$ cat config.mk
export PLATFORM = sky130hd
export DESIGN_NAME = dp_loader
export DESIGN_NICKNAME = d
export VERILOG_FILES = /design/src/rtl/dp_loader.sv
export SDC_FILE = /design/constraint.sdc
export NUM_CORES = 1
export LEC_CHECK = 0
export ABC_AREA = 1
export CORE_ASPECT_RATIO = 1.2
export CORE_MARGIN = 10
export CORE_UTILIZATION = 51
export CTS_CLUSTER_SIZE = 40
export DETAILED_ROUTE_END_ITERATION = 7
export PLACE_DENSITY = 0.95
export RECOVER_POWER = 25
export SLEW_MARGIN = 20
export SYNTH_ARGS = -nofsm -noshare
export SYNTH_HDL_FRONTEND = slang
export SYNTH_SLANG_ARGS = --single-unit
$ cat constraint.sdc
create_clock -name CLK -period 3.09 [get_ports CLK]
set_input_delay 0.4635 -clock CLK [delete_from_list [all_inputs] [get_ports CLK]]
set_output_delay 0.4635 -clock CLK [all_outputs]
set_load 0.1 [all_outputs]
$ cat src/rtl/dp_loader.sv
// +------------------------------------------------------------------------+
// | Module   : dp_loader                                                   |
// | Purpose  : Writer side of the training-data RAM. Collects a            |
// |            word-serial stream (y first, then features 1..MAX_FEATURES) |
// |            into one row and writes DPS rows to ascending addresses.    |
// |            Malformed rows (short or long) raise a sticky frame_err     |
// |            and are dropped without consuming a row address.           |
// | Options  : DP_LOADER_CHECKSUM_EN adds chk_sum, a wrapping 16-bit sum  |
// |            of every word belonging to a row written this run.        |
// | Note     : DPS must not exceed 2**DP_BITS.                             |
// | Revision : 1.0 - initial release                                      |
// +------------------------------------------------------------------------+
`default_nettype none

module dp_loader #(
  parameter int MAX_FEATURES = 6,
  parameter int DPS          = 6,
  parameter int DP_BITS      = 4
) (
  input  logic                          CLK,
  input  logic                          RST_N,
  input  logic                          start,
  input  logic                          in_valid,
  output logic                          in_ready,
  input  logic [15:0]                   in_data,
  input  logic                          in_last,
  output logic                          ram_we,
  output logic [DP_BITS-1:0]            ram_addr,
  output logic [(MAX_FEATURES+1)*16-1:0] ram_wdata,
  output logic                          busy,
  output logic                          load_done,
`ifdef DP_LOADER_CHECKSUM_EN
  output logic [15:0]                   chk_sum,
`endif
  output logic                          frame_err
);

  localparam int c_ROW_W  = (MAX_FEATURES + 1) * 16;
  localparam int c_WIDX_W = (MAX_FEATURES < 1) ? 1 : $clog2(MAX_FEATURES + 1);
  localparam logic [c_WIDX_W-1:0] c_LAST_WIDX = c_WIDX_W'(MAX_FEATURES);
  localparam logic [DP_BITS-1:0]  c_LAST_RIDX = DP_BITS'(DPS - 1);

  typedef enum logic [1:0] {
    S_IDLE    = 2'd0,
    S_COLLECT = 2'd1,
    S_WRITE   = 2'd2,
    S_DONE    = 2'd3
  } state_t;

  state_t                r_state;
  state_t                w_state_nxt;

  logic [c_WIDX_W-1:0]   r_widx;
  logic [DP_BITS-1:0]    r_ridx;
  logic [DP_BITS-1:0]    r_ram_addr;
  logic [c_ROW_W-1:0]    r_row;
  logic                  r_load_done;
  logic                  r_frame_err;

  logic                  w_collect;
  logic                  w_accept;
  logic                  w_is_last_word;
  logic                  w_row_done;
  logic                  w_frame_bad;
  logic                  w_start_run;

  // A word is only ever taken while collecting; in_ready is a pure state decode.
  assign w_collect      = (r_state == S_COLLECT);
  assign w_accept       = in_valid && w_collect;
  assign w_is_last_word = (r_widx == c_LAST_WIDX);
  // Complete row: in_last lands exactly on the final feature slot.
  assign w_row_done     = w_accept && in_last && w_is_last_word;
  // Short row (early in_last) or long row (no in_last on the final slot).
  assign w_frame_bad    = w_accept && (in_last != w_is_last_word);
  // start is honoured only between runs.
  assign w_start_run    = start && ((r_state == S_IDLE) || (r_state == S_DONE));

  assign ram_addr  = r_ram_addr;
  assign ram_wdata = r_row;
  assign load_done = r_load_done;
  assign frame_err = r_frame_err;

  // State register.
  always_ff @(posedge CLK or negedge RST_N) begin
    if (!RST_N) begin
      r_state <= S_IDLE;
    end else begin
      r_state <= w_state_nxt;
    end
  end

  // Next-state decode and handshake/strobe outputs.
  always_comb begin
    w_state_nxt = r_state;
    in_ready    = 1'b0;
    busy        = 1'b0;
    ram_we      = 1'b0;
    case (r_state)
      S_IDLE: begin
        if (start) begin
          w_state_nxt = S_COLLECT;
        end
      end
      S_COLLECT: begin
        in_ready = 1'b1;
        busy     = 1'b1;
        if (w_row_done) begin
          w_state_nxt = S_WRITE;
        end
      end
      S_WRITE: begin
        ram_we = 1'b1;
        busy   = 1'b1;
        if (r_ridx == c_LAST_RIDX) begin
          w_state_nxt = S_DONE;
        end else begin
          w_state_nxt = S_COLLECT;
        end
      end
      S_DONE: begin
        if (start) begin
          w_state_nxt = S_COLLECT;
        end
      end
      default: begin
        w_state_nxt = S_IDLE;
      end
    endcase
  end

  // Row assembly, word/row indexing, address latch and sticky status flags.
  always_ff @(posedge CLK or negedge RST_N) begin
    if (!RST_N) begin
      r_widx      <= '0;
      r_ridx      <= '0;
      r_ram_addr  <= '0;
      r_row       <= '0;
      r_load_done <= 1'b0;
      r_frame_err <= 1'b0;
    end else if (w_start_run) begin
      // ram_addr keeps its last value until the first write of the new run.
      r_widx      <= '0;
      r_ridx      <= '0;
      r_load_done <= 1'b0;
      r_frame_err <= 1'b0;
    end else begin
      if (w_accept) begin
        // Decoded slot write; stale slots of a dropped row are always
        // overwritten before the next complete row reaches WRITE.
        for (int c = 0; c <= MAX_FEATURES; c++) begin
          if (r_widx == c_WIDX_W'(c)) begin
            r_row[16*c +: 16] <= in_data;
          end
        end
        if (w_frame_bad) begin
          r_frame_err <= 1'b1;
          r_widx      <= '0;
        end else if (w_row_done) begin
          r_widx     <= '0;
          r_ram_addr <= r_ridx;
        end else begin
          r_widx <= r_widx + c_WIDX_W'(1);
        end
      end
      if (r_state == S_WRITE) begin
        if (r_ridx == c_LAST_RIDX) begin
          r_load_done <= 1'b1;
        end else begin
          r_ridx <= r_ridx + DP_BITS'(1);
        end
      end
    end
  end

`ifdef DP_LOADER_CHECKSUM_EN
  logic [15:0] r_row_sum;
  logic [15:0] r_chk_sum;

  assign chk_sum = r_chk_sum;

  // Per-row partial sum, committed to the run total only once the row is complete.
  always_ff @(posedge CLK or negedge RST_N) begin
    if (!RST_N) begin
      r_row_sum <= '0;
      r_chk_sum <= '0;
    end else if (w_start_run) begin
      r_row_sum <= '0;
      r_chk_sum <= '0;
    end else if (w_accept) begin
      if (w_frame_bad) begin
        r_row_sum <= '0;
      end else if (w_row_done) begin
        r_chk_sum <= r_chk_sum + r_row_sum + in_data;
        r_row_sum <= '0;
      end else begin
        r_row_sum <= r_row_sum + in_data;
      end
    end
  end
`endif

endmodule

`default_nettype wire

# --- Yosys cells after proc, flatten, opt, wreduce, memory -nomap -nowiden ---
# Cells that the tools add are included.
word_totals:
  reg_bits: 127
  inputBits: 21
  output_inout_bits: 121
  word_cells: 77
op_classes:
  add_sub_neg: 2
  n_eq_ne: 14
  n_mux: 20
  bitwise: 2
  reduce_logical: 26
ops:
  columns: ["operator", "count"]
  rows:
  - ["$reduce_and 3->1", 7]
  - ["$mux 3", 4]
  - ["$mux 4", 3]
  - ["$eq 3x3->1 const B", 3]
  - ["$mux 1", 9]
  - ["$reduce_and 2->1", 4]
  - ["$reduce_bool 2->1", 4]
  - ["$eq 3x2->1 const B", 2]
  - ["$mux 2", 3]
  - ["$pmux 2 s3", 1]
  - ["$logic_and 1x1->1", 5]
  - ["$add 4x1->4 const B", 1]
  - ["$eq 2x2->1 const B", 2]
  - ["$eq 4x3->1 const B", 1]
  - ["$ne 2x1->1 const B", 2]
  - ["$reduce_and 4->1", 1]
  - ["$reduce_or 2->1", 2]
  - ["$add 3x1->3 const B", 1]
  - ["$eq 3x1->1 const B", 1]
  - ["$logic_not 3->1", 1]
  - ["$eq 2x1->1 const B", 1]
  - ["$logic_not 2->1", 1]
  - ["$ne 2x2->1 const B", 1]
  - ["$not 1->1", 2]
  - ["other kinds (2)", 2]

# --- Logic depth before layout (Yosys ltp) ---
# Gate-level depths: netlist (run 1).
depth:
  word_depth: 8
  mapped_depth: 9
  depth_no_buf: 8

# --- Least setup slack after synthesis (run 1) ---
# Ideal clock, no wire load.
synth_timing:
  path_kind: "register -> register"
  startpoint: "register r_state[1]"
  endpoint: "register r_row[100] (netlist: ram_wdata[100])"
  setup_ns: 0.129
  arrival_time_ns: 2.214
  required_ns: 2.961
  setup_slack_ns: 0.747
  path_stages_with_launch: 9
  path_buffers: 1
  period_less_slack_ns: 2.343
  path_cell_list: "dfrtp_1 > inv_1 > ha_1 > nand2_1 > inv_4 > nand4_2 > buf_2 > nand2_1 > o21ai_0"
synth_between:
  elab_chain_cells: 5
  elab_cells_between_ends: 8
  cone_classes: "eq/ne: 2; bitwise: 1; reduce/logical: 5"
synth_lines:
  columns: ["element", "line", "source"]
  rows:
  - ["start, declared", "50", "state_t r_state;"]
  - ["start signal, assigned", "88", "r_state <= w_state_nxt;"]
  - ["$eq 2x2->1 / $logic_not 2->1 (equally long branches)", "76", "assign w_start_run = start && ((r_state == S_IDLE) || (r_state == S_DONE));"]
  - ["$logic_or 1x1->1", "76", null]
  - ["$logic_and 1x1->1", "76", null]
  - ["$not 1->1 (no source line)", null, null]
  - ["$reduce_and 3->1 (no source line) (*)", null, null]
  - ["end signal, assigned by index", "152", "r_row[16*c +: 16] <= in_data;"]
  - ["end, declared", "56", "logic [c_ROW_W-1:0] r_row;"]
# Every way passes the cells marked *; elsewhere a longest branch is shown, timed or not.
# A chain may end at the register's enable or synchronous reset.

# --- Worst setup path after layout (run 1) ---
layout_timing:
  startpoint: "register r_state[0]"
  endpoint: "register r_row[22] (netlist: ram_wdata[22])"
# Same word-level chain as after synthesis.

==> results of run 1 <==
## area by class of cell
type	instances	area, sq um	share of cell area, %
multi-input combinational	298	1460	21.9
inverter	35	134	2.01
clock inverter	6	130	1.96
timing repair buffer	143	1120	16.8
clock buffer	26	479	7.21
sequential	127	3180	47.8
tap	123	154	2.32
## cell usage after synthesis
master	count
nand2_4	1
nor2_2	1
nand4_1	2
inv_1	33
inv_4	1
a21oi_1	2
nor2_4	1
nand4_4	1
nand2_2	1
inv_2	1
nand2_1	139
o21ai_1	9
o22ai_1	1
buf_4	7
o21ai_0	112
dfrtp_1	127
nand4_2	5
nand3_1	9
xor2_1	1
clkbuf_2	3
clkbuf_1	1
ha_1	9
buf_2	11
nor2_1	4
## critical path: stages, from the launching register on
cell and delay, ps:
dfrtp_1 380, inv_1 60, ha_1 340, nand2_2 270, nand4_2 630, o21ai_0 490
## kinds of logic (layout without fill, tap and decap cells)
| kind of cell | after synthesis | after routing |
|---|---|---|
| DFF | 127 | 127 |
| and+or+nand+nor | 164 | 164 |
| buffers and inverters | 57 | 210 |
| xor gates and xnor gates | 1 | 1 |
| AOI/OAI and AO/OA | 124 | 124 |
| adders and majority gates | 9 | 9 |
## final timing paths
kind	startpoint	endpoint	slack [ps]	cells past startpoint
max in group asynchronous	RST_N	ram_wdata[31]	830	2
max	r_state[0]	ram_wdata[22]	800	5
max reg2reg	r_state[0]	ram_wdata[22]	800	5
min	RST_N	ram_wdata[96]	410	1
min reg2reg	ram_addr[2]	ram_addr[2]	480	2
min in group CLK	ram_addr[2]	ram_addr[2]	480	2
## per-stage QoR
| step | cells | setup slack [ps] | instance area, sq um |
|---|---|---|---|
| detailed placement | 726 | 657 | 6060 |
| floorplan | 482 | 747 | 4890 |
| global placement | 726 | 785 | 6060 |
| CTS | 758 | 787 | 6670 |
| global route | 758 | 385 | 6650 |
| finish | 758 | 797 | 6650 |
## routing by layer
| metal | routed length, microns | part of all wire [%] |
|---|---|---|
| met5 | 0 | 0 |
| met4 | 518 | 3.8 |
| met3 | 956 | 7.0 |
| met2 | 7170 | 53 |
| met1 | 4980 | 37 |
## sequential cells by signal (all words and copies together), names as in the netlist
name and flops:
r_ridx 4, r_widx 3, frame_err 1, r_state 2, ram_wdata 112, ram_addr 4
load_done 1
==> reports/metrics.yaml, run 1 <==
synth:
  synth_cell_types: 24
  yosys-top-cells-area: "dfrtp_1, o21ai_0, nand2_1"
  syn_inst: 482
  synthXorXnorAreaFrac_pct: 0.179
  synthesis.nets: 512
  synthMuxAreaShare_pct: 0
  synth_top_family_by_area: "simple AND/OR/NAND/NOR gates"
  yosysWarnings: 0
  ys_seq_area_share_pct: 64.9
  synthSimpleGateAreaFrac_pct: 14.6
  synth_compound_area_share_pct: 12.7
  avgSynthCellArea_sq_um: 10.2
  netlist.area_leader.share_pct: 64.9
  netlist_area_sq_um: 4890
  synth_seq_cells: 127
  synthAdderAreaFrac_pct: 2.30
  netlist.top_cell.by_area: "dfrtp_1"
clocking:
  clkSinkCount: 127
  cts_hold_buf: 0
  cts_root_buffer: "clkbuf_16"
  clk_latency_ps: 410
  cts_resized: 0
  cts_max_level: 4
  clkTransAtPathRegs_ps: 50
  cts_tree: "done"
  post-cts-setup-buffers: 0
  clock_path_buffers: 2
  cts_made_buffers: 17
timing:
  fin_setup_tns_ps: 0
  grt_setup_unrepaired: "false"
  skew_ps: 10.9
  setup-violations-final: 0
  tightest_slew_ps: 1490
  fmax_mhz: 436
  period_needed_ps: 2290
  hold_violations: 0
  finalCritPeriodShare_pct: 74.2
  whs_ps: 415
  drv_slew: 0
  max_slew_margin_pct: 0.717
global_route:
  grt_max_degree: 64
  use_met1_pct: 21.0
  antenna_found_initial: 0
  grt_pass1_wl_mm: 21.6
  top_usage_layer: "met2"
  grt_pass1_vias: 4076
  globalRouteTotalUtil_pct: 20.2
  grt_util_met2_pct: 34.8
  overflow: 0
  grtUsageMet3_pct: 7.34
setup_path:
  cp_data_required_time_ps: 3380
  startpoint_type: "flip-flop"
  crit_type: "flip-flop to flip-flop"
  cp.arrival_ps: 2580
  end_kind: "flip-flop"
  cp_max_fo: 32
layout:
  layout-drive-gt1-share_pct: 25.4
  area_delta_synth_final_pct: 35.8
  fin_nets: 652
  final_common_cell: "nand2_1"
  fillCellCount: 692
  fin_util_pct: 70.2
  final_cell_mix: "nand2_1, dfrtp_1, buf_4"
  antenna_cells: 0
hold_path:
  min_path_type: "input port to asynchronous set/reset pin"
routing:
  route.detailed.drc: 0
  drt_wl_total_mm: 13.6
  wire_per_inst_microns: 18.0
  via_per_inst: 5.17
  via_count: 3921
  drtIter0Drc: 198
  final_antenna_net_count: 0
  firstDrtPassIters: 5
floorplan:
  row_count: 39
  fp.dieH_microns: 127
  ios: 142
  start_util_pct: 51.7
  die_x_microns: 109
  coreArea_sq_um: 9470
  die_area_sq_um: 13900
placement:
  numPortBuffers: 141
  gp_congestion: 0.929
  dp.final_hpwl_mm: 9.93
run_status:
  status: "finished clean"
job:
  drv_cap: 0
Power of run 1 is left out: the tool's default activity adds up to more than one toggle a clock period on the data nets, which glitch-free logic cannot reach.
==> run 2: changes to the inputs <==
--- a/config.mk
+++ b/config.mk
@@ -8,10 +8,10 @@
 export ABC_AREA = 1
 export CORE_ASPECT_RATIO = 1.2
 export CORE_MARGIN = 10
-export CORE_UTILIZATION = 51
+export CORE_UTILIZATION = 47
 export CTS_CLUSTER_SIZE = 40
 export DETAILED_ROUTE_END_ITERATION = 7
-export PLACE_DENSITY = 0.95
+export PLACE_DENSITY = 0.89
 export RECOVER_POWER = 25
 export SLEW_MARGIN = 20
 export SYNTH_ARGS = -nofsm -noshare
==> constraint.sdc (replaced) <==
create_clock -name CLK -period 2.3 [get_ports CLK]
set_input_delay 0.345 -clock CLK [delete_from_list [all_inputs] [get_ports CLK]]
set_output_delay 0.345 -clock CLK [all_outputs]
set_load 0.1 [all_outputs]
==> reports/metrics.yaml, run 2 (synthesized netlist as in run 1, its figures left out) <==
run_status:
  status: "finished clean"
layout:
  final_cell_mix: "nand2_1, dfrtp_1, buf_4"
  largest_register_ffs: 112  # unchanged
  fin_nets: 659  # +1.1%
  stdcell_count: 768  # +1.3%
  antenna_cells: 0  # unchanged
  fillCellCount: 774  # +12%
  stdcell_area_sq_um: 6700  # +0.85%
  final_common_cell: "nand2_1"
  regArea_sq_um: 3180  # unchanged
  multi_input_area_sq_um: 1460  # +0.17%
  layout-drive-gt1-share_pct: 26.3  # +0.97 points
  area_delta_synth_final_pct: 37.0
placement:
  placed_cells: 735  # +1.2%
  dpl-instance-area_sq_um: 6120  # +1.1%
  dpl_worst_slack_ps: 301  # -356 ps
  numPortBuffers: 141  # unchanged
  dp.final_hpwl_mm: 10.3  # +3.7%
  gp_congestion: 0.843  # -9.3%
timing:
  setup-violations-final: 0  # unchanged
  tightest_slew_ps: 866  # -623 ps
  fin_setup_tns_ps: 0  # unchanged
  grt_setup_unrepaired: "false"
  drv_slew: 0  # unchanged
  fmax_mhz: 508  # +17%
  setup_ws_ps: 333  # -464 ps
  hold_violations: 0  # unchanged
  period_needed_ps: 1970  # -326 ps
  max_slew_margin_pct: 42.3  # +42 points
  finalCritPeriodShare_pct: 85.5  # +11 points
  skew_ps: 5.98  # -4.90 ps
floorplan:
  coreArea_sq_um: 10100  # +6.8%
  ios: 142  # unchanged
  die_x_microns: 113  # +3.4%
  start_util_pct: 48.4  # -3.3 points
  die_area_sq_um: 14900  # +7.0%
  fp.dieH_microns: 132  # +3.5%
  row_count: 40  # +2.6%
clocking:
  post-cts-setup-buffers: 0  # unchanged
  cts_tree: "done"
  cts_made_buffers: 17  # unchanged
  cts_max_level: 4  # unchanged
  clk_latency_ps: 410  # about the same
  clkTransAtPathRegs_ps: 50  # about the same
  clock_path_buffers: 2  # unchanged
  clkSinkCount: 127  # unchanged
  cts_root_buffer: "clkbuf_16"
job:
  drv_cap: 0  # unchanged
global_route:
  grt_pass1_vias: 4067  # -0.22%
  antenna_found_initial: 0  # unchanged
  grt_max_degree: 54  # -16%
  overflow: 0  # unchanged
  globalRouteTotalUtil_pct: 18.6  # -1.5 points
  grt_pass1_wl_mm: 22.0  # +2.1%
setup_path:
  cp_data_required_time_ps: 2570  # -810 ps
  ff2ff_path_depth: 8  # +3
  regToRegStartpoint: "r_state[0]"
  end_kind: "flip-flop"
  r2r_end: "ram_wdata[56]"
  crit_type: "flip-flop to flip-flop"
  cp.arrival_ps: 2240  # -340 ps
  cp-startpoint: "r_state[0]"
  cp_max_fo: 32  # unchanged
  ff2ff_setup_slack_ps: 330  # -460 ps
  startpoint_type: "flip-flop"
routing:
  via_count: 3965  # +1.1%
  via_per_inst: 5.16  # -0.19%
  route.detailed.drc: 0  # unchanged
  final_antenna_net_count: 0  # unchanged
  drt_wl_total_mm: 13.8  # +1.3%
  wire_per_inst_microns: 18.0  # about the same
  drtIter0Drc: 241  # +22%
  firstDrtPassIters: 4  # -1
hold_path:
  holdPathEnd: "ram_addr[2]"
  min_path_type: "flip-flop to flip-flop"
  holdCritStartpoint: "ram_addr[2]"
  hold_depth: 2
==> run 2: worst max-delay path by stage <==
stage,depth (start not counted),slack (ps),end
2_1_floorplan,8,340,ram_wdata[100]
3_3_place_gp,7,430,ram_wdata[59]
3_5_place_dp,7,300,ram_wdata[59]
4_1_cts,8,330,ram_wdata[59]
5_1_grt,3,110,ram_wdata[85]
6_report,8,330,ram_wdata[56]
==> run 2: area by class of cell <==
type | count | share of cell area [%]
Clock buffer | 26 | 7.30
Tap cell | 126 | 2.35
Multi-Input combinational cell | 298 | 21.8
Clock inverter | 6 | 1.57
Inverter | 35 | 2.00
Timing Repair Buffer | 150 | 17.6
Sequential cell | 127 | 47.4
==> run 2: repair_timing <==
item | in CTS | in global routing
hold endpoints to repair | 34 | 0
hold buffers | 1 | 0
gates resized for setup | 0 | 0
==> run 2: routing by layer <==
metal,global-route usage (%),up-vias,routed length (microns)
met4,8.33,0,311
met1,20.0,1902,5050
met5,0,-,0
met2,32.2,171,7480
li1,-,1862,-
met3,6.10,30,947
==> run 2: worst max-delay path, stage by stage (launching register included) <==
cell and delay [ps]:
dfrtp_1 370, inv_1 50, ha_1 340, nand2_2 260, inv_1 190, nor2_4 200, nand2_4 200, nand2_1 120
o21ai_0 100
==> run 2: through the flow <==
stage / hold slack, ps / util, %
4_1_cts: 443 / 66.5
5_1_grt: 503 / 66.3
6_report: 481 / 66.3
3_3_place_gp: 324 / 60.5
2_1_floorplan: 49.4 / -
3_5_place_dp: 329 / 60.5
Power of run 2 is left out for the same reason.
